File: config.mk
export PLATFORM = sky130hd
export DESIGN_NAME = ext_sram_bus
export DESIGN_NICKNAME = d
export VERILOG_FILES = /design/src/rtl/ext_bus_pkg.sv /design/src/rtl/ext_sram_waitctr.sv /design/src/rtl/ext_sram_bus.sv
export SDC_FILE = /design/constraint.sdc
export NUM_CORES = 1
export LEC_CHECK = 0
export BUFFER_PORTS_ARGS = -buffer_cell sky130_fd_sc_hd__buf_2
export CORE_MARGIN = 3
export CORE_UTILIZATION = 34
export CTS_BUF_LIST = sky130_fd_sc_hd__clkbuf_4 sky130_fd_sc_hd__clkbuf_8
export CTS_CLUSTER_DIAMETER = 150
export DETAILED_ROUTE_END_ITERATION = 8
export GPL_ROUTABILITY_DRIVEN = 0
export PLACE_DENSITY = 0.51
export SLEW_MARGIN = 25
export SYNTH_ARGS = -nofsm -noshare
export SYNTH_HDL_FRONTEND = slang
export SYNTH_SLANG_ARGS = --single-unit
File: constraint.sdc
create_clock -name clk -period 3.35 [get_ports clk]
set_input_delay 0.335 -clock clk [delete_from_list [all_inputs] [get_ports clk]]
set_output_delay 0.335 -clock clk [all_outputs]
set_load 0.01 [all_outputs]
File: src/rtl/ext_bus_pkg.sv
// Shared definitions for the external SRAM bus master.
// Contents: bus-cycle state enum, access-size encodings, wait-counter
// width and a helper that flags requests which must not start a bus cycle.
package ext_bus_pkg;

   typedef enum logic [2:0] {
      S_IDLE = 3'd0,
      S_T1   = 3'd1,
      S_T2   = 3'd2,
      S_TW   = 3'd3,
      S_T3   = 3'd4
   } state_t;

   localparam logic [1:0] SZ_BYTE = 2'b00;
   localparam logic [1:0] SZ_HALF = 2'b01;
   localparam logic [1:0] SZ_WORD = 2'b10;
   localparam logic [1:0] SZ_RSVD = 2'b11;

   // Wide enough for WAIT_STATES up to 15
   localparam int WCNT_W = 4;

   // Reserved size or an address not aligned to the access size
   function automatic logic req_bad(input logic [1:0] sz, input logic [1:0] a);
      return (sz == SZ_RSVD) ||
             ((sz == SZ_HALF) && a[0]) ||
             ((sz == SZ_WORD) && (a != 2'b00));
   endfunction

endpackage

File: src/rtl/ext_sram_waitctr.sv
// Wait-state counter for the TW phase.
// Ports:
//   clk, rstn  - clock, synchronous active-low reset
//   load       - preload with WAIT_STATES-1 (asserted in T2)
//   run        - count down while in TW
//   ext_rdy    - external ready; low holds the final TW cycle when RDY_EN=1
//   tw_last    - this TW cycle is the one that leaves TW on the next edge
module ext_sram_waitctr
   import ext_bus_pkg::*;
#(
   parameter int WAIT_STATES = 1,
   parameter int RDY_EN      = 1
) (
   input  logic clk,
   input  logic rstn,
   input  logic load,
   input  logic run,
   input  logic ext_rdy,
   output logic tw_last
);

   logic [WCNT_W-1:0] cnt_reg;

   always_ff @(posedge clk) begin
      if (!rstn) begin
         cnt_reg <= '0;
      end else if (load) begin
         cnt_reg <= WCNT_W'(WAIT_STATES - 1);
      end else if (run && (cnt_reg != '0)) begin
         cnt_reg <= cnt_reg - WCNT_W'(1);
      end
   end

   // The counter parks at zero; ext_rdy only matters once it gets there
   assign tw_last = (cnt_reg == '0) && ((RDY_EN == 0) || ext_rdy);

endmodule

File: src/rtl/ext_sram_bus.sv
// External SRAM bus master with a multiplexed 16-bit address/data bus.
// A CPU request (valid/ready handshake) becomes one bus cycle
// T1 (addr low) -> T2 (addr high) -> TW x WAIT_STATES -> T3, or two such
// cycles for a 32-bit word. Completion is a one-cycle done pulse in IDLE.
// Ports:
//   clk, rstn                 - clock, synchronous active-low reset
//   valid/ready, rw, size,
//   addri, dtw                - CPU request side
//   dtr, done, err            - CPU completion side
//   din, dout, isout          - multiplexed bus data and direction
//   we, oe, ble, bhe          - posedge-timed strobes and byte lanes
//   oe_negedge, ale0_negedge,
//   ale1_negedge              - strobes shifted by half a clock
//   ext_rdy                   - external wait request
module ext_sram_bus
   import ext_bus_pkg::*;
#(
   parameter int WAIT_STATES = 1,
   parameter int RDY_EN      = 1
) (
   input  logic        clk,
   input  logic        rstn,
   input  logic        valid,
   output logic        ready,
   input  logic        rw,
   input  logic [1:0]  size,
   input  logic [31:0] addri,
   input  logic [31:0] dtw,
   output logic [31:0] dtr,
   output logic        done,
   output logic        err,
   input  logic [15:0] din,
   output logic [15:0] dout,
   output logic        isout,
   output logic        we,
   output logic        oe,
   output logic        oe_negedge,
   output logic        ale0_negedge,
   output logic        ale1_negedge,
   output logic        ble,
   output logic        bhe,
   input  logic        ext_rdy
);

   state_t      state_reg, state_next;
   logic [31:0] addr_reg, dtw_reg, dtr_reg;
   logic [1:0]  size_reg;
   logic        rw_reg, half_reg;
   logic [15:0] lo_reg;
   logic        done_reg, err_reg, run_reg;
   logic        ale0_reg, ale1_reg, oen_reg;
   logic        accept, word_first, tw_last;
   logic        lane_lo, lane_hi;
   logic [15:0] wr_half;
   logic [31:0] rd_data;

   // run_reg is low on the cycle after any reset edge; it keeps ready low
   // until the first edge with rstn high and masks the negedge strobes
   // immediately when a transfer is aborted.
   assign ready      = run_reg && (state_reg == S_IDLE);
   assign accept     = valid && ready;
   assign word_first = (size_reg == SZ_WORD) && !half_reg;

   ext_sram_waitctr #(
      .WAIT_STATES(WAIT_STATES),
      .RDY_EN     (RDY_EN)
   ) u_waitctr (
      .clk    (clk),
      .rstn   (rstn),
      .load   (state_reg == S_T2),
      .run    (state_reg == S_TW),
      .ext_rdy(ext_rdy),
      .tw_last(tw_last)
   );

   // State register
   always_ff @(posedge clk) begin
      if (!rstn) state_reg <= S_IDLE;
      else       state_reg <= state_next;
   end

   // Next-state logic
   always_comb begin
      state_next = state_reg;
      case (state_reg)
         S_IDLE:  if (accept && !req_bad(size, addri[1:0])) state_next = S_T1;
         S_T1:    state_next = S_T2;
         S_T2:    state_next = S_TW;
         S_TW:    if (tw_last) state_next = S_T3;
         S_T3:    state_next = word_first ? S_T1 : S_IDLE;
         default: state_next = S_IDLE;
      endcase
   end

   // Lane selection, write halfword and read-data assembly
   always_comb begin
      lane_lo = 1'b1;
      lane_hi = 1'b1;
      wr_half = dtw_reg[15:0];
      rd_data = {16'h0000, din};
      case (size_reg)
         SZ_BYTE: begin
            lane_lo = !addr_reg[0];
            lane_hi = addr_reg[0];
            wr_half = addr_reg[0] ? {dtw_reg[7:0], 8'h00} : {8'h00, dtw_reg[7:0]};
            rd_data = addr_reg[0] ? {24'h0, din[15:8]} : {24'h0, din[7:0]};
         end
         SZ_WORD: begin
            wr_half = half_reg ? dtw_reg[31:16] : dtw_reg[15:0];
            rd_data = {din, lo_reg};
         end
         default: ;
      endcase
   end

   // Bus outputs decoded from the current state
   always_comb begin
      dout  = 16'h0000;
      isout = 1'b0;
      we    = 1'b0;
      oe    = 1'b0;
      ble   = 1'b0;
      bhe   = 1'b0;
      case (state_reg)
         S_T1: begin
            dout  = addr_reg[16:1];
            isout = 1'b1;
         end
         S_T2: begin
            dout  = {1'b0, addr_reg[31:17]};
            isout = 1'b1;
            we    = rw_reg;
         end
         S_TW: begin
            dout  = rw_reg ? wr_half : 16'h0000;
            isout = rw_reg;
            we    = rw_reg;
            oe    = !rw_reg;
            ble   = lane_lo;
            bhe   = lane_hi;
         end
         default: ;
      endcase
   end

   // Request latch, read capture and completion
   always_ff @(posedge clk) begin
      if (!rstn) begin
         addr_reg <= '0;
         dtw_reg  <= '0;
         rw_reg   <= 1'b0;
         size_reg <= SZ_BYTE;
         half_reg <= 1'b0;
         lo_reg   <= '0;
         dtr_reg  <= '0;
         done_reg <= 1'b0;
         err_reg  <= 1'b0;
         run_reg  <= 1'b0;
      end else begin
         run_reg  <= 1'b1;
         done_reg <= 1'b0;
         err_reg  <= 1'b0;
         case (state_reg)
            S_IDLE: begin
               if (accept) begin
                  addr_reg <= addri;
                  dtw_reg  <= dtw;
                  rw_reg   <= rw;
                  size_reg <= size;
                  half_reg <= 1'b0;
                  if (req_bad(size, addri[1:0])) begin
                     done_reg <= 1'b1;
                     err_reg  <= 1'b1;
                     dtr_reg  <= '0;
                  end
               end
            end
            // Sample din on the edge that ends TW, while oe is still high
            S_TW: begin
               if (tw_last && !rw_reg) begin
                  if (word_first) lo_reg  <= din;
                  else            dtr_reg <= rd_data;
               end
            end
            S_T3: begin
               if (word_first) begin
                  half_reg <= 1'b1;
                  addr_reg <= addr_reg + 32'd2;
               end else begin
                  done_reg <= 1'b1;
               end
            end
            default: ;
         endcase
      end
   end

   // Half-cycle-shifted strobes: ale0 rises at the negedge before T1,
   // ale1 covers the negedge-to-negedge window around T2, oe_negedge from
   // the negedge in T2 until the negedge in T3.
   always_ff @(negedge clk) begin
      if (!rstn) begin
         ale0_reg <= 1'b0;
         ale1_reg <= 1'b0;
         oen_reg  <= 1'b0;
      end else begin
         ale0_reg <= (state_next == S_T1);
         ale1_reg <= (state_reg == S_T1);
         oen_reg  <= (state_reg == S_T2) || (state_reg == S_TW);
      end
   end

   assign ale0_negedge = ale0_reg && run_reg;
   assign ale1_negedge = ale1_reg && run_reg;
   assign oe_negedge   = oen_reg && run_reg;
   assign dtr          = dtr_reg;
   assign done         = done_reg;
   assign err          = err_reg;

endmodule

; Yosys cells after proc, flatten, opt, wreduce, memory -nomap -nowiden
; Index checks and enable logic that the tools add are counted.
[word_totals]
regBits = 129
in_bits = 87
output_inout_bits = 59
wordCells = 100
[classes]
n_addsub = 2
n_eq_ne = 14
n_mux = 34
bitwise_logic = 1
n_reduce_logical = 34
[op_table]
columns = operator, n
row1 = $mux W32, 6
row2 = $pmux W32 S2, 3
row3 = $mux W16, 3
row4 = $pmux W16 S3, 1
row5 = $add A32 B2 Y32 const B, 1
row6 = $pmux W16 S2, 1
row7 = $pmux W3 S5, 1
row8 = $mux W1, 13
row9 = $logic_and A1 B1 Y1, 12
row10 = $mux W8, 1
row11 = $ne A2 B2 Y1 const B, 4
row12 = $eq A2 B2 Y1 const B, 3
row13 = $eq A3 B1 Y1 const B, 2
row14 = $eq A3 B2 Y1 const B, 2
row15 = $mux W3, 2
row16 = $pmux W1 S2, 3
row17 = $reduce_and A3 Y1, 2
row18 = $reduce_bool A2 Y1, 3
row19 = $reduce_or A2 Y1, 3
row20 = $reduce_and A5 Y1, 1
row21 = $logic_not A1 Y1, 4
row22 = $logic_not A4 Y1, 1
row23 = $reduce_and A2 Y1, 2
row24 = $reduce_bool A4 Y1, 1
row25 = other kinds (8), 10

; Longest topological paths before layout
; Gate-level depths: netlist of the first run.
[logic_depth]
depth_word = 9
depth_mapped = 9
ltp_nobuf = 7

; Cells and area by module
; A second synthesis of the first run with hierarchy kept.
[unflattened]
hier_cells = 822
area_unflattened_um2 = 6473.7
[modules_own_cells]
columns = mod, instances, cells_per_inst, area_per_inst_um2, seq_area_each_um2
row1 = ext_sram_bus, 1, 797, 6258.5, 2502.4
row2 = ext_sram_waitctr, 1, 25, 215.2, 80.1

==> flow_metrics.env, run 1 <==
export IMPL_use_met1_pct=31.0
export IMPL_fill_cells=1959
export IMPL_synth_largest_area_cell="dfxtp_1"
export IMPL_place_area_um2=7330
export IMPL_cts_inserted_buffers=17
export IMPL_skew_ns=0.0143
export IMPL_drtPass1Iterations=5
export IMPL_grt_max_degree=74
export IMPL_status="finished clean"
export IMPL_first_iter_violations=508
export IMPL_use_met3_pct=4.16
export IMPL_routedWlPerCell_um=17.9
export IMPL_final_hold_viol_count=0
export IMPL_clk_pin_slew_ns=0.09
export IMPL_cts_tree="built"
export IMPL_ys_top_cells_by_area="dfxtp_1, nand2_1, o21ai_0"
export IMPL_grt_pass1_wl_um=32800
export IMPL_via_count=6482
export IMPL_synth_most_common_cell="nand2_1"
export IMPL_cts_max_level=4
export IMPL_leakage_nw=3.22
export IMPL_dp_cells=1151
export IMPL_holdBufCountCts=0
export IMPL_die_area_um2=20600
export IMPL_grt_setup_unrepaired="no"
export IMPL_clock_latency_ns=0.46
export IMPL_synthCells=816
export IMPL_peakVddDrop_v=0.000226
export IMPL_r2r_cells=6
export IMPL_ctsResizeCount=0
export IMPL_cp_arrival_ns=2.71
export IMPL_die_w_um=144
export IMPL_syn_nets=906
export IMPL_period_needed_ns=3.05
export IMPL_antenna_found_initial=0
export IMPL_crit_fanout=31
export IMPL_slew_headroom_pct=34.6
export IMPL_grt_pass1_vias=5830
export IMPL_instances_no_fill=1185
export IMPL_ys_ff_latch=129
export IMPL_drv_cap=0
export IMPL_setup_tns_final_ns=0
export IMPL_viasPerCell=5.47
export IMPL_drc=0
export IMPL_ys_flop_type="dfxtp_1"
export IMPL_grt_busiest_layer="met1"
export IMPL_synth_edff_count=0
export IMPL_die_h_um=144
export IMPL_drtAntennaViolNets=0
export IMPL_yosysSeqAreaShare_pct=40.1
export IMPL_cellPowerDensity_nw_per_um2=452
export IMPL_nNetsFinal=1033
export IMPL_fin_crit_sh_pct=90.9
export IMPL_cts_root_buf="clkbuf_8"
export IMPL_synth_top_cell_area_share_pct=40.1
export IMPL_ctsLongestPathBuffers=2
export IMPL_path_class="reg -> out"
export IMPL_crit_required_ns=3.01
export IMPL_ys_top_cells_by_count="nand2_1, dfxtp_1, o21ai_0"
export IMPL_pin_count=146
export IMPL_max_freq_ghz=0.328
export IMPL_initial_core_util_pct=35.3
export IMPL_avgSynthCellArea_um2=7.90
export IMPL_fin_hold_ws_ns=0.102
export IMPL_cts_setup_buffers=0
export IMPL_hpwl_um=14900
export IMPL_setup_viol=0
export IMPL_syn_area_um2=6440
export IMPL_grt_ovfl_total=0
export IMPL_hp_class="in -> reg"
export IMPL_num_rows=49
export IMPL_postLayoutCellArea_um2=7730
export IMPL_ys_warn_count=0
export IMPL_drive_gt1_share_pct=23.8
export IMPL_synth_async_sr_flop_share_pct=0
export IMPL_slew_violations=0
export IMPL_clock_sinks=129
export IMPL_diodes=0
export IMPL_io_buffers=145
export IMPL_core_um2=18300
export IMPL_track_usage_pct=20.2
export IMPL_endpoint_kind="primary output"
export IMPL_whs_path_depth=3
export IMPL_start_kind="flip-flop"
export IMPL_synth_cell_types=69
export IMPL_routed_wl_um=21300
export IMPL_worst_pin_slew_ns=0.981
export IMPL_use_met2_pct=27.9
export IMPL_syn2layout_area_growth_pct=20.0
cells by family after synthesis:
| group | share of synthesized area [%] |
|---|---|
| compound gates | 23.5 |
| buf+inv | 5.19 |
| xor+xnor | 0.408 |
| mux | 3.88 |
| fa+ha+maj | 0.583 |
| flops | 40.1 |
| simple gates | 26.4 |
per-stage QoR:
stage                     utilization, %  setup WS (ns)  total power (W)
after floorplan                        -         0.0267          0.00198
after global placement              40.1          0.426          0.00218
after detailed placement            40.1          0.373          0.00218
after CTS                           42.3          0.291          0.00352
after global routing                42.3          0.162          0.00365
final                               42.3          0.304          0.00350
layer usage:
metal	vias to the layer above	wire length, µm
li1	3202	-
met1	3042	10400
met2	213	9180
met3	25	1300
met4	0	345
met5	-	0
final cells by class:
type / count / area [µm²] / share of cell area (%)
Multi-Input combinational cell: 617 / 3540 / 45.8
Sequential cell: 129 / 2580 / 33.4
Timing Repair Buffer: 168 / 898 / 11.6
Tap cell: 229 / 287 / 3.71
Clock buffer: 17 / 234 / 3.03
Clock inverter: 18 / 165 / 2.14
Inverter: 7 / 26.3 / 0.340
where the power goes:
part | leakage (nW) | switching (W) | total, W | internal (W)
Sequential | 1.05 | 0.0000777 | 0.00168 | 0.00160
Clock | 0.203 | 0.000743 | 0.00136 | 0.000613
Combinational | 1.97 | 0.000281 | 0.000460 | 0.000179
Total | 3.22 | 0.00110 | 0.00350 | 0.00239
worst max-delay path, stage by stage, from the launching register on:
cell      delay (ns)
dfxtp_1         0.33
buf_4           0.29
or3b_1          0.53
nand2b_1        0.39
a222oi_1        0.20
o21ai_0         0.31
buf_2           0.20
path summary, 6_finish.rpt:
check                                     from                  endpoint  slack (ns)
min reg2reg                dtr[9]$_SDFFE_PN0P_       dtr[9]$_SDFFE_PN0P_        0.46
min                                    dtw[22]  dtw_reg[22]$_SDFFE_PN0P_        0.10
max                   size_reg[1]$_SDFFE_PN0P_                   dout[9]        0.30
max reg2reg  u_waitctr.cnt_reg[0]$_SDFFE_PP0P_       ale0_reg$_SDFF_NN0_        0.34
layout by cell type (no fill, tap or decap), drive strengths merged, types with 6 or more instances in the layout:
master    n
nor3     14
and3      9
nor2b    11
o21ai    66
inv      15
clkinv    6
nor2     63
o221a     8
o22a      8
a222oi    8
a21oi    65
buf     168
nor4      6
dfxtp   129
clkbuf   17
nand4     9
and2     13
a22oi    34
nand3    38
nand2   155
and4      6
o22ai    12
mux2i    25
nor3b     6
No activity file was read; power rests on OpenSTA's default activity.
==> inputs of run 2 (changes only) <==
Settings changed: ABC_AREA set to 1, CTS_BUF_LIST sky130_fd_sc_hd__clkbuf_4 sky130_fd_sc_hd__clkbuf_8 to sky130_fd_sc_hd__clkbuf_8.
==> flow_metrics.env, run 2 <==
export IMPL_ys_top_cells_by_area="dfxtp_1, nand2_1, nand3_1"
export IMPL_diodes=0
export IMPL_pin_count=146
export IMPL_fill_cells=2130
export IMPL_slowest_stage="dfxtp_1"
export IMPL_die_area_um2=21400
export IMPL_slew_headroom_pct=33.2
export IMPL_status="finished clean"
export IMPL_worst_pin_slew_ns=1.00
export IMPL_drtPass1Iterations=5
export IMPL_yosysSeqAreaShare_pct=38.5
export IMPL_clock_sinks=129
export IMPL_syn2layout_area_growth_pct=20.0
export IMPL_setup_viol=0
export IMPL_layout_setup_ws_ns=0.331
export IMPL_drtAntennaViolNets=0
export IMPL_instances_no_fill=1420
export IMPL_endpoint_kind="flip-flop"
export IMPL_ys_flop_type="dfxtp_1"
export IMPL_whs_path_depth=3
export IMPL_grt_setup_unrepaired="no"
export IMPL_avgSynthCellArea_um2=6.54
export IMPL_synth_async_sr_flop_share_pct=0
export IMPL_num_rows=50
export IMPL_drv_cap=0
export IMPL_routedWlPerCell_um=15.4
export IMPL_cts_setup_buffers=0
export IMPL_syn_nets=1115
export IMPL_ys_warn_count=0
export IMPL_final_hold_viol_count=0
export IMPL_grt_pass1_wl_um=34300
export IMPL_slew_violations=0
export IMPL_synthCells=1025
export IMPL_dp_cells=1387
export IMPL_via_count=6957
export IMPL_r2r_end="ale0_reg$_SDFF_NN0_"
export IMPL_first_iter_violations=400
export IMPL_clock_latency_ns=0.44
export IMPL_worstHoldStart="addri[0]"
export IMPL_path_class="reg -> reg"
export IMPL_initial_core_util_pct=35.2
export IMPL_die_w_um=146
export IMPL_clk_pin_slew_ns=0.08
export IMPL_io_buffers=145
export IMPL_synth_top_cell_area_share_pct=38.5
export IMPL_crit_fanout=3
export IMPL_leakage_nw=3.23
export IMPL_cp_num_buf_inv=1
export IMPL_ctsResizeCount=0
export IMPL_grt_ovfl_total=0
export IMPL_viasPerCell=4.90
export IMPL_r2r_cells=7
export IMPL_seq_area_um2=2580
export IMPL_crit_family="simple AND/OR/NAND/NOR gates"
export IMPL_cts_max_level=4
export IMPL_die_h_um=146
export IMPL_hp_class="in -> reg"
export IMPL_pre_cts_slack_ns=0.352
export IMPL_syn_area_um2=6700
export IMPL_cp_cell_sequence="inv_1 > ha_1 > nand4_1 > nand2_1 > nand3_1 > nor2_1 > nor3_1"
export IMPL_nNetsFinal=1238
export IMPL_hpwl_um=15800
export IMPL_track_usage_pct=20.0
export IMPL_synth_cell_types=36
export IMPL_routed_wl_um=21900
export IMPL_cts_inserted_buffers=17
export IMPL_hold_path_end="addr_reg[0]$_SDFFE_PN0P_"
export IMPL_grt_pass1_vias=6492
export IMPL_cts_tree="built"
export IMPL_cts_root_buf="clkbuf_8"
export IMPL_start_kind="flip-flop"
export IMPL_synth_edff_count=0
export IMPL_layout_cells_most_common="nand2_1"
export IMPL_r2r_start="u_waitctr.cnt_reg[0]$_SDFFE_PP0P_"
export IMPL_cellPowerDensity_nw_per_um2=478
export IMPL_setup_tns_final_ns=0
export IMPL_synth_most_common_cell="nand2_1"
export IMPL_r2r_slack_ns=0.33
export IMPL_crit_required_ns=2.00
export IMPL_synth_largest_area_cell="dfxtp_1"
export IMPL_skew_ns=0.0156
export IMPL_peakVddDrop_v=0.000220
export IMPL_slowest_delay_ns=0.33
export IMPL_ys_ff_latch=129
export IMPL_core_um2=19000
export IMPL_grt_max_degree=111
export IMPL_holdBufCountCts=0
export IMPL_cp_arrival_ns=1.67
export IMPL_drive_gt1_share_pct=18.0
export IMPL_multi_input_comb_area_um2=3420
export IMPL_final_cell_mix="nand2_1, buf_2, dfxtp_1"
export IMPL_antenna_found_initial=0
export IMPL_ys_top_cells_by_count="nand2_1, dfxtp_1, inv_1"
export IMPL_ctsLongestPathBuffers=2
export IMPL_drc=0
-- run 2: cell types whose count changed after synthesis, sizes merged, moves of 12 or more --
cell    before  now
nand3       38   94
clkbuf      48   28
o211ai       2   14
buf         14   28
mux2i       25    0
a21oi       65   91
nor2        63  113
a22oi       34    9
o21ai       66   97
inv          8  114
nand2      155  252
-- run 2: cell type report --
type | count | share of cell area [%]
Clock inverter | 16 | 2.61
Clock buffer | 18 | 3.08
Tap cell | 260 | 4.05
Multi-Input combinational cell | 726 | 42.6
Timing Repair Buffer | 158 | 10.2
Inverter | 113 | 5.31
Sequential cell | 129 | 32.1
-- run 2: power by group --
| part | switching (W) | internal, W |
|---|---|---|
| logic | 0.000390 | 0.000206 |
| clock network | 0.000698 | 0.000847 |
| registers | 0.0000720 | 0.00163 |
-- run 2: metal layers --
metal  track usage (%)  vias up  wire [µm]  part of all wire (%)
met4              4.61        0        256                   1.2
li1                  -     3613          -                     -
met3              4.16       19       1090                   5.0
met1              27.8     3150      10700                    49
met5                 0        -          0                     0
met2              31.8      175       9840                    45
-- run 2: how the worst max path moves through the flow --
stage	start	endpoint	depth (start not counted)
2_1_floorplan	state_reg[1]$_SDFF_PN0_	ale0_reg$_SDFF_NN0_	7
3_3_place_gp	addri[1]	ale0_reg$_SDFF_NN0_	6
3_5_place_dp	u_waitctr.cnt_reg[0]$_SDFFE_PP0P_	ale0_reg$_SDFF_NN0_	7
4_1_cts	ale0_reg$_SDFF_NN0_	ale0_negedge	3
5_1_grt	u_waitctr.cnt_reg[0]$_SDFFE_PP0P_	ale0_reg$_SDFF_NN0_	7
6_report	u_waitctr.cnt_reg[0]$_SDFFE_PP0P_	ale0_reg$_SDFF_NN0_	7
-- run 2: cell families after synthesis --
group                    count (synthesis)  synth area share (%)
AND/OR/NAND/NOR                        476                  29.9
AO/OA/AOI/OAI                          244                  20.1
buffers and inverters                  170                  10.5
flip-flops                             129                  38.5
XOR/XNOR                                 3                 0.392
adder cells (fa/ha/maj)                  3                 0.560
-- run 2: worst reg2reg max path: cells and delay by family, from the launching register on --
kind                     cells  cell delay [ns]
adder cells (fa/ha/maj)      1             0.17
flip-flops                   1             0.33
AND/OR/NAND/NOR              5             0.65
buffers and inverters        1             0.08
-- run 2: per-stage QoR --
stage	area (µm²)	total power (W)	util, %	hold WS, ns
3_3_place_gp	7580	0.00234	39.9	0.439
3_5_place_dp	7580	0.00234	39.9	0.441
2_1_floorplan	6700	0.00214	-	0.363
6_report	8040	0.00385	42.3	0.167
5_1_grt	8040	0.00405	42.3	0.147
4_1_cts	8030	0.00389	42.2	0.141
==> inputs of run 3 (changes only) <==
Clock period 3.35 ns to 3.8 ns, I/O delays scaled along.
==> flow_metrics.env, run 3 (same netlist as run 2, synthesis figures left out) <==
export IMPL_drtAntennaViolNets=0
export IMPL_grt_pass1_wl_um=34900
export IMPL_status="finished clean"
export IMPL_routedWlPerCell_um=15.4
export IMPL_hp_class="in -> reg"
export IMPL_setup_viol=0
export IMPL_clock_sinks=129
export IMPL_antenna_found_initial=0
export IMPL_first_iter_violations=411
export IMPL_via_count=6960
export IMPL_syn2layout_area_growth_pct=19.7
export IMPL_hpwl_um=15900
export IMPL_nNetsFinal=1236
export IMPL_worst_pin_slew_ns=0.985
export IMPL_dp_cells=1385
export IMPL_grt_pass1_vias=6567
export IMPL_die_area_um2=21400
export IMPL_clock_latency_ns=0.45
export IMPL_holdBufCountCts=0
export IMPL_p_sw_w=0.000996
export IMPL_cts_setup_buffers=0
export IMPL_skew_ns=0.0167
export IMPL_initial_core_util_pct=35.2
export IMPL_die_h_um=146
export IMPL_slew_headroom_pct=34.4
export IMPL_core_um2=19000
export IMPL_diodes=0
export IMPL_crit_required_ns=3.42
export IMPL_setup_tns_final_ns=0
export IMPL_layout_cells_most_common="nand2_1"
export IMPL_cts_max_level=4
export IMPL_die_w_um=146
export IMPL_power_internal_w=0.00239
export IMPL_grt_max_degree=111
export IMPL_endpoint_kind="primary output"
export IMPL_peakVddDrop_v=0.000218
export IMPL_drv_cap=0
export IMPL_grt_setup_unrepaired="no"
export IMPL_ctsLongestPathBuffers=2
export IMPL_path_class="reg -> out"
export IMPL_cts_inserted_buffers=17
export IMPL_track_usage_pct=20.2
export IMPL_start_kind="flip-flop"
export IMPL_drive_gt1_share_pct=17.7
export IMPL_cp_arrival_ns=2.93
export IMPL_ctsResizeCount=0
export IMPL_p_sw_share_pct=29.4
export IMPL_cellPowerDensity_nw_per_um2=422
export IMPL_slew_violations=0
export IMPL_grt_ovfl_total=0
export IMPL_cts_tree="built"
export IMPL_seqPwrFrac_pct=44.4
export IMPL_pin_count=146
export IMPL_io_buffers=145
export IMPL_p_comb_share_pct=15.4
export IMPL_drc=0
export IMPL_drtPass1Iterations=5
export IMPL_final_cell_mix="nand2_1, buf_2, dfxtp_1"
export IMPL_crit_fanout=1
export IMPL_num_rows=50
export IMPL_instances_no_fill=1419
export IMPL_routed_wl_um=21800
export IMPL_clkPwrFrac_pct=40.2
export IMPL_final_hold_viol_count=0
export IMPL_leakage_nw=3.23
export IMPL_viasPerCell=4.90
export IMPL_cts_root_buf="clkbuf_8"
export IMPL_clk_pin_slew_ns=0.07
[run 3: through the flow]
| step | area, µm² | total power (W) | utilization (%) | hold WS, ns | setup WS, ns |
|---|---|---|---|---|---|
| after floorplan | 6700 | 0.00188 | - | 0.408 | 0.532 |
| final | 8020 | 0.00339 | 42.2 | 0.209 | 0.489 |
| after global placement | 7560 | 0.00207 | 39.8 | 0.439 | 0.532 |
| after CTS | 8020 | 0.00342 | 42.2 | 0.183 | 0.451 |
| after global routing | 8020 | 0.00357 | 42.2 | 0.189 | 0.375 |
| after detailed placement | 7560 | 0.00207 | 39.8 | 0.441 | 0.520 |
[run 3: worst paths after layout]
check | start | slack, ns | cells past startpoint | endpoint
min | addri[3] | 0.21 | 3 | addr_reg[3]$_SDFFE_PN0P_
max reg2reg | state_reg[2]$_SDFF_PN0_ | 0.52 | 5 | ale1_reg$_SDFF_NN0_
min reg2reg | lo_reg[12]$_SDFFE_PN0P_ | 0.45 | 2 | lo_reg[12]$_SDFFE_PN0P_
max | ale1_reg$_SDFF_NN0_ | 0.49 | 3 | ale1_negedge
[run 3: per-layer routing]
metal / wire (µm) / track usage, %
met1: 10200 / 27.9
met2: 9870 / 32.4
met3: 1340 / 4.13
met4: 367 / 5.17
met5: 0 / 0
[run 3: power by group through the flow]
stage / registers [W] / clock network (W) / logic [W]
after floorplan: 0.00153 / 0.00000657 / 0.000344
after global placement: 0.00153 / 0.00000657 / 0.000527
after detailed placement: 0.00153 / 0.00000657 / 0.000527
after CTS: 0.00150 / 0.00139 / 0.000529
after global routing: 0.00152 / 0.00146 / 0.000598
final: 0.00150 / 0.00136 / 0.000523
[run 3: cell type report]
cell class / instances / area [µm²]
clock buffers: 18 / 248
inverters: 113 / 427
flip-flops and latches: 129 / 2580
repair buffers: 156 / 808
well taps: 260 / 325
clock inverters: 17 / 210
multi-input cells: 726 / 3420
fillers: 2151 / 11000
[run 3: worst max-delay path, cell delays in order (launching register included)]
cell and delay [ns]:
dfxtp_1 0.32, nand2_1 0.05, inv_1 0.08, buf_2 0.13
